==> src/rtl/mfp_mul_sched_if.sv <==
// -----------------------------------------------------------------------------
// mfp_mul_sched_if
// Bundles the request and result handshakes of the shared multiplier
// scheduler.
//
//   req_valid [NREQ]       requester i presents an operand pair
//   req_ready [NREQ]       requester i is accepted this cycle (one-hot or zero)
//   req_a     [NREQ*In1W]  operand A, requester i at [i*In1W +: In1W]
//   req_b     [NREQ*In2W]  operand B, requester i at [i*In2W +: In2W]
//   res_valid              result present
//   res_ready              result consumer accepts
//   res_id    [IDW]        requester index the result belongs to
//   res_data  [OutW]       rounded product
//   busy                   some pipeline stage holds a valid entry
//
// master = requesters plus result consumer (the environment).
// slave  = the scheduler.
// -----------------------------------------------------------------------------
interface mfp_mul_sched_if #(
    parameter int NREQ = 4,
    parameter int In1W = 8,
    parameter int In2W = 8,
    parameter int OutW = 8,
    parameter int IDW  = $clog2(NREQ)
);
    logic [NREQ-1:0]      req_valid;
    logic [NREQ-1:0]      req_ready;
    logic [NREQ*In1W-1:0] req_a;
    logic [NREQ*In2W-1:0] req_b;
    logic                 res_valid;
    logic                 res_ready;
    logic [IDW-1:0]       res_id;
    logic [OutW-1:0]      res_data;
    logic                 busy;

    modport master (
        output req_valid, req_a, req_b, res_ready,
        input  req_ready, res_valid, res_id, res_data, busy
    );

    modport slave (
        input  req_valid, req_a, req_b, res_ready,
        output req_ready, res_valid, res_id, res_data, busy
    );
endinterface

==> src/rtl/mfp_mul_sched.sv <==
// -----------------------------------------------------------------------------
// mfp_mul_sched
// Round-robin scheduler sharing one pipelined signed fixed-point multiplier
// among NREQ requesters. At most one request is granted per cycle; it flows
// through stage 0 (operand capture), stage 1 (multiply + round/saturate) and
// LAT-1 further delay stages, so a grant at edge k shows res_valid after edge
// k+LAT. Results leave in grant order, tagged with the requester index.
// A single advance signal stalls every stage (and blocks grants) while the
// output holds a result the consumer has not taken.
//
// Ports:
//   clk    in   rising-edge clock
//   rst_n  in   asynchronous active-low reset
//   bus    slave modport of mfp_mul_sched_if (request/result handshakes, busy)
//
// Parameters:
//   NREQ      number of requesters (2..16)
//   In1W/In2W signed operand widths
//   OutW      result width, less than In1W+In2W-1
//   LAT       grant-to-result latency in cycles (1..8)
//   isFloor   1 = truncate, 0 = round half-up on the first dropped bit
//   Saturate  1 = symmetric saturation when rounding
//   IDW       result tag width
// -----------------------------------------------------------------------------
module mfp_mul_sched #(
    parameter int NREQ     = 4,
    parameter int In1W     = 8,
    parameter int In2W     = 8,
    parameter int OutW     = 8,
    parameter int LAT      = 2,
    parameter bit isFloor  = 1'b1,
    parameter bit Saturate = 1'b0,
    parameter int IDW      = $clog2(NREQ)
) (
    input  logic           clk,
    input  logic           rst_n,
    mfp_mul_sched_if.slave bus
);

    localparam int PW = In1W + In2W;       // full product width
    localparam int RW = In1W + In2W - 1;   // kept width, duplicate sign dropped

    localparam logic [OutW-1:0] MIN_NEG = {1'b1, {(OutW-1){1'b0}}};
    localparam logic [OutW-1:0] MAX_POS = {1'b0, {(OutW-1){1'b1}}};
    localparam logic [OutW-1:0] SYM_NEG = {1'b1, {(OutW-2){1'b0}}, 1'b1};

    // Multiply, drop the duplicate sign bit, then truncate or round.
    // The only product needing bit RW is (-max)*(-max); it wraps by design.
    // Saturation: the sole way T reaches the most negative code is either a
    // positive overflow of the round-up add or that wrapped product, so the
    // sign of the truncated value picks which symmetric limit replaces it.
    function automatic logic [OutW-1:0] f_mul_round(
        input logic signed [In1W-1:0] a,
        input logic signed [In2W-1:0] b
    );
        logic signed [PW-1:0] prod;
        logic [OutW-1:0]      trunc;
        logic                 rbit;
        logic [OutW-1:0]      t;
        prod  = $signed({{In2W{a[In1W-1]}}, a}) * $signed({{In1W{b[In2W-1]}}, b});
        trunc = OutW'(prod >>> (RW - OutW));
        rbit  = prod[RW-OutW-1];
        if (isFloor) begin
            t = trunc;
        end else begin
            t = trunc + {{(OutW-1){1'b0}}, rbit};
            if (Saturate && (t == MIN_NEG)) begin
                t = trunc[OutW-1] ? SYM_NEG : MAX_POS;
            end
        end
        return t;
    endfunction

    logic [IDW-1:0]          r_last;
    logic [LAT:0]            r_vld;
    logic [IDW-1:0]          r_id [LAT+1];
    logic signed [In1W-1:0]  r_a_p0;
    logic signed [In2W-1:0]  r_b_p0;
    logic [OutW-1:0]         r_dat [1:LAT];
    logic                    r_busy;

    logic                    w_adv;
    logic                    w_any;
    logic                    w_hi_any;
    logic [IDW-1:0]          w_lo_win;
    logic [IDW-1:0]          w_hi_win;
    logic [IDW-1:0]          w_win;
    logic [NREQ-1:0]         w_grant;
    logic signed [In1W-1:0]  w_a;
    logic signed [In2W-1:0]  w_b;
    logic [LAT:0]            w_vld_nxt;

    // A full output that is not being taken freezes the whole pipe.
    assign w_adv = !r_vld[LAT] || bus.res_ready;

    // Rotating priority: the lowest valid index above r_last wins; if none,
    // the search wraps and the lowest valid index overall wins. Scanning
    // downward and overwriting leaves the lowest match in each winner.
    always_comb begin
        w_any    = 1'b0;
        w_hi_any = 1'b0;
        w_lo_win = '0;
        w_hi_win = '0;
        for (int k = NREQ - 1; k >= 0; k--) begin
            if (bus.req_valid[k]) begin
                w_any    = 1'b1;
                w_lo_win = IDW'(k);
                if (IDW'(k) > r_last) begin
                    w_hi_any = 1'b1;
                    w_hi_win = IDW'(k);
                end
            end
        end
        w_win = w_hi_any ? w_hi_win : w_lo_win;
    end

    // Ready is purely a function of valids, stall state and priority pointer;
    // it is held low while reset is asserted.
    assign w_grant = (w_adv && w_any && rst_n) ? (NREQ'(1) << w_win) : '0;

    always_comb begin
        w_a = '0;
        w_b = '0;
        for (int k = 0; k < NREQ; k++) begin
            if (IDW'(k) == w_win) begin
                w_a = bus.req_a[k*In1W +: In1W];
                w_b = bus.req_b[k*In2W +: In2W];
            end
        end
    end

    always_comb begin
        w_vld_nxt    = '0;
        w_vld_nxt[0] = w_any;
        for (int i = 1; i <= LAT; i++) begin
            w_vld_nxt[i] = r_vld[i-1];
        end
    end

    // Stage 0: grant capture of {valid, id, a, b}; pointer update.
    // Valid/id shift in lock-step with the data stages below.
    always_ff @(posedge clk or negedge rst_n) begin
        if (!rst_n) begin
            r_last <= IDW'(NREQ - 1);
            r_vld  <= '0;
            r_id   <= '{default: '0};
            r_a_p0 <= '0;
            r_b_p0 <= '0;
            r_busy <= 1'b0;
        end else if (w_adv) begin
            r_vld  <= w_vld_nxt;
            r_busy <= |w_vld_nxt;
            if (w_any) begin
                r_last <= w_win;
                r_id[0] <= w_win;
                r_a_p0  <= w_a;
                r_b_p0  <= w_b;
            end
            for (int i = 1; i <= LAT; i++) begin
                r_id[i] <= r_id[i-1];
            end
        end
    end

    // Stage 1: multiply and round; stages 2..LAT: delay to the output.
    always_ff @(posedge clk or negedge rst_n) begin
        if (!rst_n) begin
            r_dat <= '{default: '0};
        end else if (w_adv) begin
            r_dat[1] <= f_mul_round(r_a_p0, r_b_p0);
            for (int i = 2; i <= LAT; i++) begin
                r_dat[i] <= r_dat[i-1];
            end
        end
    end

    assign bus.req_ready = w_grant;
    assign bus.res_valid = r_vld[LAT];
    assign bus.res_id    = r_id[LAT];
    assign bus.res_data  = r_dat[LAT];
    assign bus.busy      = r_busy;

endmodule

==> src/flat_wrapper.sv <==
// flat-port wrapper written by rule: the top's interface ports become plain ports
module mfp_mul_sched_flat 
#(
    parameter int NREQ     = 4,
    parameter int In1W     = 8,
    parameter int In2W     = 8,
    parameter int OutW     = 8,
    parameter int LAT      = 2,
    parameter bit isFloor  = 1'b1,
    parameter bit Saturate = 1'b0,
    parameter int IDW      = $clog2(NREQ)
)
  (clk, rst_n, bus_req_valid, bus_req_a, bus_req_b, bus_res_ready, bus_req_ready, bus_res_valid, bus_res_id, bus_res_data, bus_busy);
  mfp_mul_sched_if #(.NREQ(NREQ), .In1W(In1W), .In2W(In2W), .OutW(OutW), .IDW(IDW)) bus_i ();
  input  logic clk;
  input  logic rst_n;
  input wire logic [$bits(bus_i.req_valid)-1:0] bus_req_valid;
  input wire logic [$bits(bus_i.req_a)-1:0] bus_req_a;
  input wire logic [$bits(bus_i.req_b)-1:0] bus_req_b;
  input wire logic [$bits(bus_i.res_ready)-1:0] bus_res_ready;
  output wire logic [$bits(bus_i.req_ready)-1:0] bus_req_ready;
  output wire logic [$bits(bus_i.res_valid)-1:0] bus_res_valid;
  output wire logic [$bits(bus_i.res_id)-1:0] bus_res_id;
  output wire logic [$bits(bus_i.res_data)-1:0] bus_res_data;
  output wire logic [$bits(bus_i.busy)-1:0] bus_busy;
  assign bus_i.req_valid = bus_req_valid;
  assign bus_i.req_a = bus_req_a;
  assign bus_i.req_b = bus_req_b;
  assign bus_i.res_ready = bus_res_ready;
  assign bus_req_ready = bus_i.req_ready;
  assign bus_res_valid = bus_i.res_valid;
  assign bus_res_id = bus_i.res_id;
  assign bus_res_data = bus_i.res_data;
  assign bus_busy = bus_i.busy;
  mfp_mul_sched #(.NREQ(NREQ), .In1W(In1W), .In2W(In2W), .OutW(OutW), .LAT(LAT), .isFloor(isFloor), .Saturate(Saturate), .IDW(IDW)) u_core (.clk(clk), .rst_n(rst_n), .bus(bus_i));
endmodule
==> config.mk <==
export PLATFORM = sky130hd
export DESIGN_NAME = mfp_mul_sched_flat
export DESIGN_NICKNAME = d
export VERILOG_FILES = /design/src/rtl/mfp_mul_sched_if.sv /design/src/rtl/mfp_mul_sched.sv /design/src/flat_wrapper.sv
export SDC_FILE = /design/constraint.sdc
export NUM_CORES = 1
export LEC_CHECK = 0
export ABC_CLOCK_PERIOD_IN_PS = 5700
export CAP_MARGIN = 20
export CORE_MARGIN = 4
export CORE_UTILIZATION = 54
export DETAILED_ROUTE_END_ITERATION = 7
export PLACE_DENSITY = 0.82
export SETUP_SLACK_MARGIN = 0.3
export SYNTH_ARGS = -nofsm -noshare
export SYNTH_HDL_FRONTEND = slang
export SYNTH_SLANG_ARGS = --single-unit
==> constraint.sdc <==
create_clock -name clk -period 5.7 [get_ports clk]
set_clock_uncertainty 0.15 [all_clocks]
set_input_delay 1.14 -clock clk [delete_from_list [all_inputs] [get_ports clk]]
set_output_delay 1.14 -clock clk [all_outputs]
set_load 0.02 [all_outputs]
==> run_results.csv <==
group,metric,value,unit
route,num_vias,3777,
clocking,htree_num_levels,2,
cells_and_area,final_cell_mix,"nand2_1, clkdlybuf4s50_1, inv_1, fa_1, dfrtp_1",
cells_and_area,mostFrequentLayoutCell,"nand2_1",
grt,grt_pass1_wl,17660,um
route,drc,0,
setup_path,worstSetupStartpointType,"input port",
synthesis,ys_types,40,
sta,finalHoldViolCount,0,
synthesis,yosys_warnings,0,
sta,relSlewSlack,65.01,%
route,drt-pass1-iter-count,4,
sta,maxSlewViolCount,0,
sta,fmaxAchievable,0.2096,GHz
floorplan,initial_core_util,55.88,%
synthesis,syn_nets,714,
synthesis,synth.yosys.seq_area_share,23.92,%
setup_path,r2r_end,"u_core.r_dat[15]",
sta,whs,0.3182,ns
cells_and_area,fin_util,67.14,%
floorplan,fp.dieW,100.4,um
floorplan,fp.dieH,100.4,um
cells_and_area,final_nets,780,
sta,setup_tns,0,ns
grt,grt_overflow,0,
clocking,holdBufCountCts,0,
floorplan,fp.dieArea,10090,um^2
hold_path,min_from,"u_core.bus.res_data[4]",
floorplan,fp-row-count,33,
sta,worst_slew_pin_slew,0.5249,ns
placed_design,gp_congestion,0.8242,
route,routed_wl,10040,um
sta,finalSetupViolations,0,
clocking,cts_tree,"built",
setup_path,critPathKind,"input port to output pin",
grt,grt_use_total,21.65,%
sta,period_minus_slack,4.771,ns
synthesis,syn_inst,568,
grt,antenna_found_initial,0,
clocking,clkSinkCount,44,
hold_path,min_path_type,"flop to flop",
setup_path,reg2reg_from,"u_core.r_b_p0[4]",
outcome,status,"complete, no violations",
sta,rsz0062_at_grt,"no",
grt,first_global_vias,4077,
setup_path,ff2ff_setup_slack,0.95,ns
floorplan,core_area,8258,um^2
setup_path,ff2ff_path_depth,16,
grt,grt_max_degree,45,
placed_design,hpwl,8303,um
cells_and_area,area_growth,20.15,%
synthesis,syn_area,4614,um^2
clocking,cts_buffer_depth,2,
flow_run,drv_cap,0,
route,vias_per_cell,5.104,
clocking,clock_latency,0.30,ns
hold_path,min_to,"u_core.bus.res_data[4]",
placed_design,port_buffers,86,
setup_path,end_kind,"output pin",
setup_path,cp.required,4.41,ns
floorplan,ios,87,
synthesis,syn_area_per_cell,8.124,um^2
clocking,numCtsBuffers,5,
clocking,cts_setup_buffers,0,
synthesis,ys_ff_latch,44,
clocking,root_buffer,"clkbuf_8",
sta,fin_crit_sh,83.71,%
setup_path,crit_arrival,3.48,ns
route,routedWlPerCell,13.56,um
hold_path,holdPathStages,2,
cells_and_area,diodes,0,
route,ant_nets,0,
clocking,ctsResizeCount,0,
cells_and_area,drive_above_1_share,4.094,%
clocking,clkTransAtPathRegs,0.09,ns
route,dr.first_iter.drc_count,184,
setup_path,path_max_fanout,35,
[metal layers]
| layer | track usage [%] | part of all wire, % | up-vias |
|---|---|---|---|
| li1 | - | - | 1865 |
| met1 | 26.30 | 41 | 1776 |
| met2 | 38.63 | 50 | 122 |
| met3 | 4.726 | 7.5 | 14 |
| met4 | 6.114 | 1.7 | 0 |
| met5 | 0 | 0 | - |
[state kept, by name (all words and copies together) (netlist names)]
signal	count
u_core.bus.busy	1
u_core.bus.res_data	8
u_core.bus.res_id	2
u_core.r_a_p0	8
u_core.r_b_p0	8
u_core.r_dat	8
u_core.r_id	4
u_core.r_last	2
u_core.r_vld	3
[cells in the mapped netlist, drive strengths merged]
cell	instances	area (um^2)
nor2	17	63.81
dfstp	2	52.55
a31oi	1	6.260
a221oi	1	15.01
clkbuf	9	35.03
o21a	1	7.510
buf	25	178.9
o2bb2ai	1	8.760
o31ai	2	33.78
o22ai	1	6.260
nand2	163	611.8
o21bai	1	7.510
nand2b	9	58.81
and3	2	12.51
nor3b	1	12.51
xor2	4	35.03
nor2b	4	25.02
dfrtp	42	1051
nor3	2	10.01
a311o	1	10.01
a311oi	1	26.28
ha	25	312.8
or2	1	8.760
a21oi	14	70.07
xnor2	12	105.1
o21ai	41	205.2
or3	1	11.26
and4	3	28.78
and2	34	212.7
fa	50	1001
nand3	18	90.09
a21o	1	7.510
inv	78	292.8
[worst max-delay path: stages]
cell and delay, ns:
clkdlybuf4s50_1 0.52, nand2b_2 0.16, o21ai_1 0.11, a221oi_4 0.34, buf_4 0.35, and4_1 0.24
clkdlybuf4s50_1 0.60
[cells by family (layout without fill, tap and decap cells)]
group,Yosys count,count (layout),share of synthesized area [%]
AND/OR/NAND/NOR,255,255,24.84
buffers and inverters,112,179,10.98
adder cells (fa/ha/maj),75,75,28.47
AO/OA/AOI/OAI,66,66,8.758
flip-flops,44,44,23.92
XOR/XNOR,16,16,3.037
[layout make-up]
cell class,count,area [um^2]
clock inverter,2,12.51
clock buffer,6,72.57
sequential,44,1104
tap,105,131.4
inverter,78,292.8
fill,680,2714
timing repair buffer,93,915.9
multi-input combinational,412,3015
[through the flow]
stage / setup WS, ns / area, um^2 / instances
2_1_floorplan: 1.173 / 4614 / 568
3_3_place_gp: 1.024 / 5444 / 731
3_5_place_dp: 0.9659 / 5444 / 731
4_1_cts: 0.9324 / 5529 / 739
5_1_grt: 0.7554 / 5544 / 740
6_report: 0.9287 / 5544 / 740
[how the worst max path moves through the flow]
stage | from | end | cells after the start
floorplan | u_core.r_b_p0[4] | u_core.r_dat[15] | 17
global placement | bus_req_valid[3] | bus_req_ready[2] | 7
detailed placement | bus_req_valid[3] | bus_req_ready[2] | 7
CTS | u_core.r_b_p0[4] | u_core.r_dat[15] | 16
global route | u_core.r_b_p0[4] | u_core.r_dat[12] | 16
finish | bus_req_valid[3] | bus_req_ready[2] | 7
Power is not shown: default switching activity piles up to over one toggle a cycle in this logic, so the estimate is an artifact.
